[src/rtl/freq_ramp_ctrl_if.sv]
`timescale 1ns/1ps
`default_nettype none
// ============================================================================
//  Module   : freq_ramp_ctrl_if
//  Purpose  : Bundles the host command port, the host break level and the
//             go_reconfig / reqstd_frequency handshake with the hash-clock
//             reconfiguration stage, together with the status outputs.
//  Modports : master - the ramp controller (drives command ready, request,
//                      applied code and status flags)
//             slave  - the surrounding logic (host side + reconfiguration
//                      stage)
//  Revision : 1.0 - initial release
// ============================================================================
interface freq_ramp_ctrl_if;
  logic       cmd_valid;
  logic [7:0] cmd_freq;
  logic       cmd_ready;
  logic       host_break;
  logic       busy;
  logic       reconfig_ok;
  logic       go_reconfig;
  logic [7:0] reqstd_frequency;
  logic [7:0] cur_freq;
  logic       ramp_active;
  logic       err_range;
  logic       err_timeout;

  modport master (
    input  cmd_valid, cmd_freq, host_break, busy, reconfig_ok,
    output cmd_ready, go_reconfig, reqstd_frequency, cur_freq,
           ramp_active, err_range, err_timeout
  );

  modport slave (
    output cmd_valid, cmd_freq, host_break, busy, reconfig_ok,
    input  cmd_ready, go_reconfig, reqstd_frequency, cur_freq,
           ramp_active, err_range, err_timeout
  );
endinterface
`default_nettype wire

[src/rtl/freq_ramp_ctrl.sv]
`timescale 1ns/1ps
`default_nettype none
// ============================================================================
//  Module   : freq_ramp_ctrl
//  Purpose  : Accepts host frequency codes (1..MAX_CODE) and walks the SHA
//             PLL toward the target in steps of at most STEP codes, one
//             reconfiguration request per step, with confirmation, settle
//             dwell, timeout and bounded retry.
//  Ports    : clk    - 25 MHz clock shared with the reconfiguration stage
//             areset - asynchronous active-high reset
//             bus    - freq_ramp_ctrl_if.master (command, break, handshake
//                      and status signals)
//  Options  : FREQ_DOWN_DIRECT_EN - when defined, descents jump straight to
//             the target in a single step; ascents still use STEP.
//  Revision : 1.0 - initial release
// ============================================================================
module freq_ramp_ctrl #(
  parameter int MAX_CODE    = 96,
  parameter int STEP        = 4,
  parameter int SETTLE_CYC  = 25000,
  parameter int TIMEOUT_CYC = 250000,
  parameter int MAX_RETRY   = 3
) (
  input  logic             clk,
  input  logic             areset,
  freq_ramp_ctrl_if.master bus
);

  localparam int c_tmo_w = $clog2(TIMEOUT_CYC + 1);
  localparam int c_stl_w = $clog2(SETTLE_CYC + 1);
  localparam int c_rty_w = $clog2(MAX_RETRY + 1);

  localparam logic [c_tmo_w-1:0]  c_tmo_load  = c_tmo_w'(TIMEOUT_CYC - 1);
  localparam logic [c_tmo_w-1:0]  c_tmo_one   = c_tmo_w'(1);
  localparam logic [c_stl_w-1:0]  c_stl_load  = c_stl_w'(SETTLE_CYC - 1);
  localparam logic [c_stl_w-1:0]  c_stl_one   = c_stl_w'(1);
  localparam logic [c_rty_w-1:0]  c_max_retry = c_rty_w'(MAX_RETRY);
  localparam logic [c_rty_w-1:0]  c_rty_one   = c_rty_w'(1);
  localparam logic [7:0]          c_max_code  = 8'(MAX_CODE);
  localparam logic signed [8:0]   c_step      = 9'(STEP);

  typedef enum logic [3:0] {
    S_IDLE      = 4'd0,
    S_CALC      = 4'd1,
    S_REQ       = 4'd2,
    S_WAIT_ACK  = 4'd3,
    S_WAIT_OK   = 4'd4,
    S_WAIT_IDLE = 4'd5,
    S_SETTLE    = 4'd6,
    S_TMO_DRAIN = 4'd7,
    S_ERROR     = 4'd8
  } state_t;

  state_t              r_state, w_state;
  logic                r_go, w_go;
  logic [7:0]          r_req, w_req;
  logic [7:0]          r_cur, w_cur;
  logic [7:0]          r_target, w_target;
  logic                r_err_range, w_err_range;
  logic                r_err_tmo, w_err_tmo;
  logic [c_tmo_w-1:0]  r_tmo_cnt, w_tmo_cnt;
  logic [c_stl_w-1:0]  r_stl_cnt, w_stl_cnt;
  logic [c_rty_w-1:0]  r_retry, w_retry;
  logic                r_break_d;

  logic                w_break_edge;
  logic                w_cmd_ready;
  logic                w_cmd_take;
  logic                w_cmd_legal;
  logic                w_tmo_expired;
  logic [7:0]          w_next;
  logic signed [8:0]   w_cur_s, w_tgt_s, w_up, w_next_s;

  // A held break level only counts on its first cycle.
  assign w_break_edge  = bus.host_break & ~r_break_d;
  assign w_cmd_ready   = (r_state == S_IDLE) || (r_state == S_SETTLE) ||
                         (r_state == S_ERROR);
  // A break edge in the same cycle drops the command silently.
  assign w_cmd_take    = bus.cmd_valid & w_cmd_ready & ~w_break_edge;
  assign w_cmd_legal   = (bus.cmd_freq != 8'd0) && (bus.cmd_freq <= c_max_code);
  assign w_tmo_expired = (r_tmo_cnt == '0);

  // Next step code, computed 9-bit signed so cur +/- STEP cannot wrap.
  assign w_cur_s = signed'({1'b0, r_cur});
  assign w_tgt_s = signed'({1'b0, r_target});
  assign w_up    = w_cur_s + c_step;

`ifdef FREQ_DOWN_DIRECT_EN
  always_comb begin
    w_next_s = w_tgt_s;
    if (w_tgt_s > w_cur_s) w_next_s = (w_up > w_tgt_s) ? w_tgt_s : w_up;
  end
`else
  logic signed [8:0] w_dn;
  assign w_dn = w_cur_s - c_step;

  always_comb begin
    w_next_s = (w_dn < w_tgt_s) ? w_tgt_s : w_dn;
    if (w_tgt_s > w_cur_s) w_next_s = (w_up > w_tgt_s) ? w_tgt_s : w_up;
  end
`endif

  assign w_next = 8'(w_next_s);

  always_ff @(posedge clk or posedge areset) begin
    if (areset) begin
      r_state     <= S_IDLE;
      r_go        <= 1'b0;
      r_req       <= 8'd1;
      r_cur       <= 8'd1;
      r_target    <= 8'd1;
      r_err_range <= 1'b0;
      r_err_tmo   <= 1'b0;
      r_tmo_cnt   <= '0;
      r_stl_cnt   <= '0;
      r_retry     <= '0;
      r_break_d   <= 1'b0;
    end else begin
      r_state     <= w_state;
      r_go        <= w_go;
      r_req       <= w_req;
      r_cur       <= w_cur;
      r_target    <= w_target;
      r_err_range <= w_err_range;
      r_err_tmo   <= w_err_tmo;
      r_tmo_cnt   <= w_tmo_cnt;
      r_stl_cnt   <= w_stl_cnt;
      r_retry     <= w_retry;
      r_break_d   <= bus.host_break;
    end
  end

  always_comb begin
    w_state     = r_state;
    w_go        = r_go;
    w_req       = r_req;
    w_cur       = r_cur;
    w_target    = r_target;
    w_err_range = 1'b0;
    w_err_tmo   = r_err_tmo;
    w_tmo_cnt   = r_tmo_cnt;
    w_stl_cnt   = r_stl_cnt;
    w_retry     = r_retry;

    // Target updates are independent of the step sequencing below.
    if (w_break_edge) begin
      w_target = 8'd1;
    end else if (w_cmd_take) begin
      if (w_cmd_legal) begin
        w_target  = bus.cmd_freq;
        w_err_tmo = 1'b0;
      end else begin
        w_err_range = 1'b1;
      end
    end

    case (r_state)
      S_IDLE: begin
        if (r_target != r_cur) w_state = S_CALC;
      end
      S_CALC: begin
        w_req   = w_next;
        w_retry = '0;
        w_state = S_REQ;
      end
      S_REQ: begin
        w_go      = 1'b1;
        w_tmo_cnt = c_tmo_load;
        w_state   = S_WAIT_ACK;
      end
      S_WAIT_ACK: begin
        if (bus.busy && bus.reconfig_ok) begin
          w_go    = 1'b0;
          w_cur   = r_req;
          w_state = S_WAIT_IDLE;
        end else if (bus.busy) begin
          w_go    = 1'b0;
          w_state = S_WAIT_OK;
          if (!w_tmo_expired) w_tmo_cnt = r_tmo_cnt - c_tmo_one;
        end else if (w_tmo_expired) begin
          w_go    = 1'b0;
          w_state = S_TMO_DRAIN;
        end else begin
          w_tmo_cnt = r_tmo_cnt - c_tmo_one;
        end
      end
      S_WAIT_OK: begin
        // Confirmation takes priority over an expiry in the same cycle.
        if (bus.reconfig_ok) begin
          w_cur   = r_req;
          w_state = S_WAIT_IDLE;
        end else if (w_tmo_expired) begin
          w_state = S_TMO_DRAIN;
        end else begin
          w_tmo_cnt = r_tmo_cnt - c_tmo_one;
        end
      end
      S_WAIT_IDLE: begin
        if (!bus.busy) begin
          w_stl_cnt = c_stl_load;
          w_state   = S_SETTLE;
        end
      end
      S_SETTLE: begin
        if (r_stl_cnt == '0) w_state = S_IDLE;
        else                 w_stl_cnt = r_stl_cnt - c_stl_one;
      end
      S_TMO_DRAIN: begin
        // Let the stage go idle before re-requesting the same code.
        if (!bus.busy) begin
          if (r_retry < c_max_retry) begin
            w_retry = r_retry + c_rty_one;
            w_state = S_REQ;
          end else begin
            w_err_tmo = 1'b1;
            w_state   = S_ERROR;
          end
        end
      end
      S_ERROR: begin
        w_go = 1'b0;
        if (w_break_edge) begin
          w_err_tmo = 1'b0;
          w_state   = S_IDLE;
        end else if (w_cmd_take && w_cmd_legal) begin
          w_state = S_IDLE;
        end
      end
      default: w_state = S_IDLE;
    endcase
  end

  assign bus.cmd_ready        = w_cmd_ready;
  assign bus.go_reconfig      = r_go;
  assign bus.reqstd_frequency = r_req;
  assign bus.cur_freq         = r_cur;
  assign bus.err_range        = r_err_range;
  assign bus.err_timeout      = r_err_tmo;
  assign bus.ramp_active      = (r_target != r_cur) ||
                                ((r_state != S_IDLE) && (r_state != S_ERROR));

endmodule
`default_nettype wire

[src/flat_wrapper.sv]
// flat-port wrapper written by rule: the top's interface ports become plain ports
module freq_ramp_ctrl_flat 
#(
  parameter int MAX_CODE    = 96,
  parameter int STEP        = 4,
  parameter int SETTLE_CYC  = 25000,
  parameter int TIMEOUT_CYC = 250000,
  parameter int MAX_RETRY   = 3
)
  (clk, areset, bus_cmd_valid, bus_cmd_freq, bus_host_break, bus_busy, bus_reconfig_ok, bus_cmd_ready, bus_go_reconfig, bus_reqstd_frequency, bus_cur_freq, bus_ramp_active, bus_err_range, bus_err_timeout);
  freq_ramp_ctrl_if bus_i ();
  input  logic clk;
  input  logic areset;
  input wire logic [$bits(bus_i.cmd_valid)-1:0] bus_cmd_valid;
  input wire logic [$bits(bus_i.cmd_freq)-1:0] bus_cmd_freq;
  input wire logic [$bits(bus_i.host_break)-1:0] bus_host_break;
  input wire logic [$bits(bus_i.busy)-1:0] bus_busy;
  input wire logic [$bits(bus_i.reconfig_ok)-1:0] bus_reconfig_ok;
  output wire logic [$bits(bus_i.cmd_ready)-1:0] bus_cmd_ready;
  output wire logic [$bits(bus_i.go_reconfig)-1:0] bus_go_reconfig;
  output wire logic [$bits(bus_i.reqstd_frequency)-1:0] bus_reqstd_frequency;
  output wire logic [$bits(bus_i.cur_freq)-1:0] bus_cur_freq;
  output wire logic [$bits(bus_i.ramp_active)-1:0] bus_ramp_active;
  output wire logic [$bits(bus_i.err_range)-1:0] bus_err_range;
  output wire logic [$bits(bus_i.err_timeout)-1:0] bus_err_timeout;
  assign bus_i.cmd_valid = bus_cmd_valid;
  assign bus_i.cmd_freq = bus_cmd_freq;
  assign bus_i.host_break = bus_host_break;
  assign bus_i.busy = bus_busy;
  assign bus_i.reconfig_ok = bus_reconfig_ok;
  assign bus_cmd_ready = bus_i.cmd_ready;
  assign bus_go_reconfig = bus_i.go_reconfig;
  assign bus_reqstd_frequency = bus_i.reqstd_frequency;
  assign bus_cur_freq = bus_i.cur_freq;
  assign bus_ramp_active = bus_i.ramp_active;
  assign bus_err_range = bus_i.err_range;
  assign bus_err_timeout = bus_i.err_timeout;
  freq_ramp_ctrl #(.MAX_CODE(MAX_CODE), .STEP(STEP), .SETTLE_CYC(SETTLE_CYC), .TIMEOUT_CYC(TIMEOUT_CYC), .MAX_RETRY(MAX_RETRY)) u_core (.clk(clk), .areset(areset), .bus(bus_i));
endmodule
[config.mk]
export PLATFORM = sky130hd
export DESIGN_NAME = freq_ramp_ctrl_flat
export DESIGN_NICKNAME = d
export VERILOG_FILES = /design/src/rtl/freq_ramp_ctrl_if.sv /design/src/rtl/freq_ramp_ctrl.sv /design/src/flat_wrapper.sv
export SDC_FILE = /design/constraint.sdc
export NUM_CORES = 1
export LEC_CHECK = 0
export CAP_MARGIN = 20
export CORE_MARGIN = 2
export CORE_UTILIZATION = 43
export CTS_CLUSTER_SIZE = 10
export DETAILED_ROUTE_END_ITERATION = 7
export GPL_ROUTABILITY_DRIVEN = 0
export SLEW_MARGIN = 25
export SYNTH_ARGS = -nofsm -noshare
export SYNTH_HDL_FRONTEND = slang
export SYNTH_SLANG_ARGS = --single-unit
[constraint.sdc]
create_clock -name clk -period 2.6 [get_ports clk]
set_input_delay 0.26 -clock clk [delete_from_list [all_inputs] [get_ports clk]]
set_output_delay 0.26 -clock clk [all_outputs]
set_load 0.05 [all_outputs]
Word-level counts from Yosys, hierarchy flattened
Cells that the tools add are included.
Storage, ports and cells
  flip-flop bits (word level): 67
  input port bits: 14
  output and inout port bits: 21
  logic and storage cells: 119
Operators by class
  add/sub/neg operators: 5
  magnitude comparators: 5
  equality and inequality tests: 22
  multiplexer cells: 45
  bitwise operators: 5
  reduce and logical (&&, ||, !) cells: 26
Operator list (number)
  8-bit 2-to-1 mux: 8
  18-bit 2-to-1 mux: 3
  18-bit case mux with 3 select lines: 1
  4-bit 2-to-1 mux: 11
  4-bit case mux with 9 select lines: 1
  15-bit 2-to-1 mux: 2
  15-bit case mux with 2 select lines: 1
  18-bit zero test: 1
  18-bit by 1-bit subtractor with 18-bit output, second input constant: 1
  4-bit by 3-bit equality test with 1-bit output, second input constant: 4
  2-bit != test, second input constant: 8
  8-bit case mux with 2 select lines: 1
  15-bit zero test: 1
  15-bit by 1-bit subtractor with 15-bit output, second input constant: 1
  1-bit 2-to-1 mux: 12
  3-bit AND reduction: 4
  2-bit nonzero test: 5
  8-bit by 3-bit adder with 9-bit output, second input constant: 1
  9-bit greater-than comparator: 1
  9-bit less-than comparator: 1
  8-bit by 3-bit subtractor with 9-bit output, second input constant: 1
  4-bit by 2-bit equality test with 1-bit output, second input constant: 2
  8-bit greater-than comparator: 1
  8-bit by 7-bit less-or-equal comparator with 1-bit output, second input constant: 1
  other kinds (23): 35

Logic depth before layout (Yosys ltp)
  depth after elaboration: 10
  gate-level depth with buffers: 12

Least setup slack after synthesis
OpenSTA, ideal clock, no wires.
  path type: reg2reg
  from: reg u_core.r_cur[4], in the netlist u_core.bus.cur_freq[4]
  to: reg u_core.r_req[3], in the netlist u_core.bus.reqstd_frequency[3]
  library setup time: 166 ps
  arrival time: 2899 ps
  data required time: 2434 ps
  slack: -465 ps
  stages on the path, launching flop included: 13
  path buffers: 1
  clock period less this slack: 3065 ps
  cells stage by stage: dfrtp_1 clkbuf_1 inv_1 nor3_1 nand3_1 xnor2_1 ha_1 nand4_1 nor2_1 a311o_1 o21ai_1 mux2_2 a31oi_1
On the way
  word-level cells in the longest chain between the ends: 4
  elaborated cells between the ends (all ways): 8
  those cells by class: 2 x add/sub; 3 x order compare; 3 x mux
Ends and longest elaborated chain
  start: declaration: RTL line freq_ramp_ctrl.sv:57  | logic [7:0] r_cur, w_cur;
  start signal: assignment: RTL line freq_ramp_ctrl.sv:122  | r_cur <= w_cur;
  8-bit by 3-bit subtractor with 9-bit output or 8-bit by 3-bit adder with 9-bit output (tied branches): RTL line freq_ramp_ctrl.sv:95, freq_ramp_ctrl.sv:86
  9-bit less-than comparator or 9-bit greater-than comparator (tied branches): RTL line freq_ramp_ctrl.sv:98, freq_ramp_ctrl.sv:99
  8-bit 2-to-1 mux (on tied branches): RTL line freq_ramp_ctrl.sv:98, freq_ramp_ctrl.sv:99
  8-bit 2-to-1 mux *: RTL line freq_ramp_ctrl.sv:99  | if (w_tgt_s > w_cur_s) w_next_s = (w_up > w_tgt_s) ? w_tgt_s : w_up;
  end signal: assignment: RTL line freq_ramp_ctrl.sv:121  | r_req <= w_req;
  end: declaration: RTL line freq_ramp_ctrl.sv:56  | logic [7:0] r_req, w_req;
Every way passes the cells marked *; elsewhere a longest branch is shown, timed or not.
A chain may end at the register's enable or synchronous reset.

Final worst setup path
  from: reg u_core.r_cur[2], in the netlist u_core.bus.cur_freq[2]
  to: reg u_core.r_req[5], in the netlist u_core.bus.reqstd_frequency[5]
The elaborated chain is that of the path after synthesis.

==> summary.md <==
| Metric | Value |
|---|---|
| Crit path to | `u_core.bus.reqstd_frequency[5]$_DFFE_PP0P_` |
| First-pass GRT wire length | `~17,000 um` |
| Wire per inst | `between 15 and 20 um` |
| #FFs+latches synth | `67` |
| Critical Path Source Type | `flip-flop` |
| Max clock buf depth | `2` |
| Fillers | `between 900 and 1,000` |
| Crit path time final | `roughly 2600 ps` |
| Post-synth top flop | `dfrtp_1` |
| Root buffer cell | `clkbuf_8` |
| DP HPWL | `~7600 um` |
| Worst hold slack | `206 ps` |
| ANT nets after route | `0` |
| Area growth syn-to-layout | `25.8%` |
| Synthesis warning total | `0` |
| Vias | `3,869` |
| Syn Std Cell Area | `4370 um^2` |
| Worst Tran Pin Value | `roughly 820 ps` |
| RR Startpoint | `u_core.bus.cur_freq[2]$_DFFE_PP0P_` |
| Max Slew Vio Count | `0` |
| Post-DP Area | `~5000 um^2` |
| Max VDD drop | `about 0.70 mV` |
| 1st-iter DRT viols | `253` |
| Share of cells above drive strength 1 | `between 20% and 30%` |
| Final WL | `between 10,000 and 15,000 um` |
| Clock sinks | `67` |
| Slew margin rel. | `45.7%` |
| Num CTS Buffers | `9` |
| Worst Setup Path Type | `flip-flop to flip-flop` |
| Fin crit share | `101%` |
| Mapped Cells | `roughly 480` |
| Critical path peak fanout | `5` |
| Worst skew pair latency | `360 ps` |
| Fin cells | `between 600 and 700` |
| Syn_nets | `521` |
| Pwr Density | `roughly 1300 nW/um^2` |
| Ant. Diodes | `0` |
| Final instance area | `about 5500 um^2` |
| CTS tree | `built` |
| Worst EP required | `2830 ps` |
| CP Capture Type | `flip-flop` |
| Die area | `11,000 um^2` |
| GR Util All Layers | `between 10% and 20%` |
| Worst Skew | `11.1 ps` |
| Grt ovf | `0` |
| NumNets Final | `589` |
| Final hold violation count | `0` |
| Ports | `35` |
| R2R Setup Slk | `-40 ps` |
| Die width | `between 100 and 150 um` |
| Critical Path Max Stage Delay | `430 ps` |
| Finished Core Util | `between 50 and 60%` |
| H-tree depth | `3` |
| PnR worst setup slack | `-35.7 ps` |
| # port buffers | `34` |
| Initial antenna violation count | `0` |
| RSZ-0062 raised after global routing | `true` |
| MaxCap Viol Count | `0` |
| Die height | `about 100 um` |
| Core area | `slightly below 10,000 um^2` |
| Pleak | `approximately 2.3 nW` |
| Final setup viols | `4` |
| Pin count of the biggest net entering global routing | `52` |
| Place WS | `between 6 and 7 ps` |
| DRC | `0` |
| Clock slew at reported path FFs | `roughly 80 ps` |
| Vias per cell | `around 5.6` |
| DRT Pass-1 Iters | `5` |
| R2R Path End | `u_core.bus.reqstd_frequency[5]$_DFFE_PP0P_` |
| Post-synth EDFFs | `0` |
| R2R depth | `13` |
| Syn Area/Cell | `9.09 um^2` |
| Power, Total | `approximately 7.1 mW` |
| Async set-reset flop share out of synthesis | `100%` |
| Vias in the first global route | `3,484` |
| F_max | `between 300 and 400 MHz` |
| Row count | `36` |
| CP Cell Sequence | `buf_4 -> inv_6 -> ha_4 -> nand2_4 -> xnor2_4 -> ha_4 -> a2111oi_4 -> inv_1 -> buf_4 -> o31ai_4 -> o21ai_0 -> o211ai_1 -> o211ai_1` |
| Status | `finished with violations` |
| Library cells used by synthesis | `74` |
| WP data arrival | `~2900 ps` |
| Worst hold path class | `input port to asynchronous set/reset pin` |
| Failing checks | `setup timing` |
| Slowest CP cell | `dfrtp_2` |
| Post-synthesis sequential area ratio | `38.4%` |
| Setup TNS | `-53.5 ps` |
| CP startpoint | `u_core.bus.cur_freq[2]$_DFFE_PP0P_` |
| Placed cell count | `roughly 660` |
| Starting Density | `between 40 and 50%` |
[flip-flops by register name (all words and copies together) (netlist names), 2 cells and up]
name and count:
u_core.bus.cur_freq 8, u_core.bus.reqstd_frequency 8, u_core.r_retry 2, u_core.r_state 4, u_core.r_stl_cnt 15, u_core.r_target 8
u_core.r_tmo_cnt 18
[area by class of cell]
| class | count | area (um^2) | area share (%) |
|---|---|---|---|
| multi-input cells | 363 | 2670 | 48.5 |
| flip-flops and latches | 67 | 1690 | 30.7 |
| repair buffers | 72 | 633 | 11.5 |
| well taps | 133 | 166 | 3.03 |
| inverters | 36 | 140 | 2.55 |
| clock buffers | 10 | 138 | 2.50 |
| clock inverters | 6 | 65.1 | 1.18 |
[where the power goes]
group          internal [mW]  switching (mW)
sequential              1.32           0.302
combinational           1.89            2.65
clock                  0.469           0.447
[worst max-delay path: cells and delay by family, from the launching register on]
family	cells	cell delay, ps
AND/OR/NAND/NOR	1	70
buffers and inverters	4	450
adder cells (fa/ha/maj)	2	390
flip-flops	1	430
XOR/XNOR	1	210
AO/OA/AOI/OAI	5	940
[placed cells by master (no fill, tap or decap), drive strengths merged, types with 3 or more instances in the layout]
cell	synthesis	routed
nor3b	3	3
o31ai	9	9
nand4	12	12
clkinv	0	4
or4	15	15
nor4b	3	3
clkdlybuf4s50	0	32
dfrtp	64	64
nor4	6	6
o21ai	30	30
ha	26	26
o211ai	11	11
clkbuf	12	10
xor2	15	15
buf	3	40
or2	3	3
o21a	3	3
a22oi	3	3
nand2b	3	3
o22ai	3	3
nor3	10	10
or3b	3	3
nand3	23	23
nand2	45	45
mux2i	3	3
a21o	6	6
a31oi	4	4
inv	36	36
dfstp	3	3
a22o	6	6
a21oi	27	27
xnor2	9	9
a2111oi	3	3
nor2	40	40
or3	3	3
nor2b	4	4
and2	3	3
a211o	4	4
[how the worst min path moves through the flow]
stage | slack [ps] | from | cells past startpoint | to
2_1_floorplan | 290 | bus_host_break | 0 | u_core.r_break_d$_DFF_PP0_
3_3_place_gp | 460 | u_core.r_stl_cnt[14]$_DFFE_PP0P_ | 1 | u_core.r_stl_cnt[14]$_DFFE_PP0P_
3_5_place_dp | 470 | u_core.r_stl_cnt[14]$_DFFE_PP0P_ | 1 | u_core.r_stl_cnt[14]$_DFFE_PP0P_
4_1_cts | 220 | areset | 2 | u_core.bus.reqstd_frequency[7]$_DFFE_PP0P_
5_1_grt | 240 | areset | 2 | u_core.bus.reqstd_frequency[7]$_DFFE_PP0P_
6_report | 210 | areset | 2 | u_core.bus.reqstd_frequency[7]$_DFFE_PP0P_
[synth_stat cells (all sizes together), types with 10 or more instances]
| library cell | n | area (um^2) |
|---|---|---|
| dfrtp | 64 | 1600 |
| nand2 | 45 | 169 |
| nor2 | 40 | 150 |
| inv | 36 | 135 |
| o21ai | 30 | 150 |
| a21oi | 27 | 146 |
| ha | 26 | 325 |
| nand3 | 23 | 115 |
| or4 | 15 | 121 |
| xor2 | 15 | 131 |
| clkbuf | 12 | 66.3 |
| nand4 | 12 | 90.1 |
| o211ai | 11 | 82.6 |
| nor3 | 10 | 55.1 |
[logic make-up (layout without fill, tap and decap cells)]
| kind of cell | Yosys count | in the layout | share of synthesized area, % |
|---|---|---|---|
| multiplexers | 4 | 4 | 0.945 |
| AND/OR/NAND/NOR | 187 | 187 | 23.8 |
| adder cells (fa/ha/maj) | 26 | 26 | 7.44 |
| XOR/XNOR | 24 | 24 | 4.81 |
| flip-flops | 67 | 67 | 38.4 |
| AO/OA/AOI/OAI | 122 | 122 | 19.0 |
| buffers and inverters | 51 | 124 | 5.53 |
[timing repair]
action / 4_1_cts / 5_1_grt
hold endpoints to repair: 0 / 0
buffers inserted: 0 / 14
hold buffers: 0 / 0
setup endpoints to repair: 0 / 20
resized for setup: 0 / 41
[routing by layer]
metal	up-vias	global-route usage (%)	part of all wire, %
met1	1857	30.3	51
met3	13	4.12	5.1
li1	1900	-	-
met5	-	0	0
met4	0	5.52	1.5
met2	99	26.9	43
Note: power is estimated with default switching activity, not from simulation.
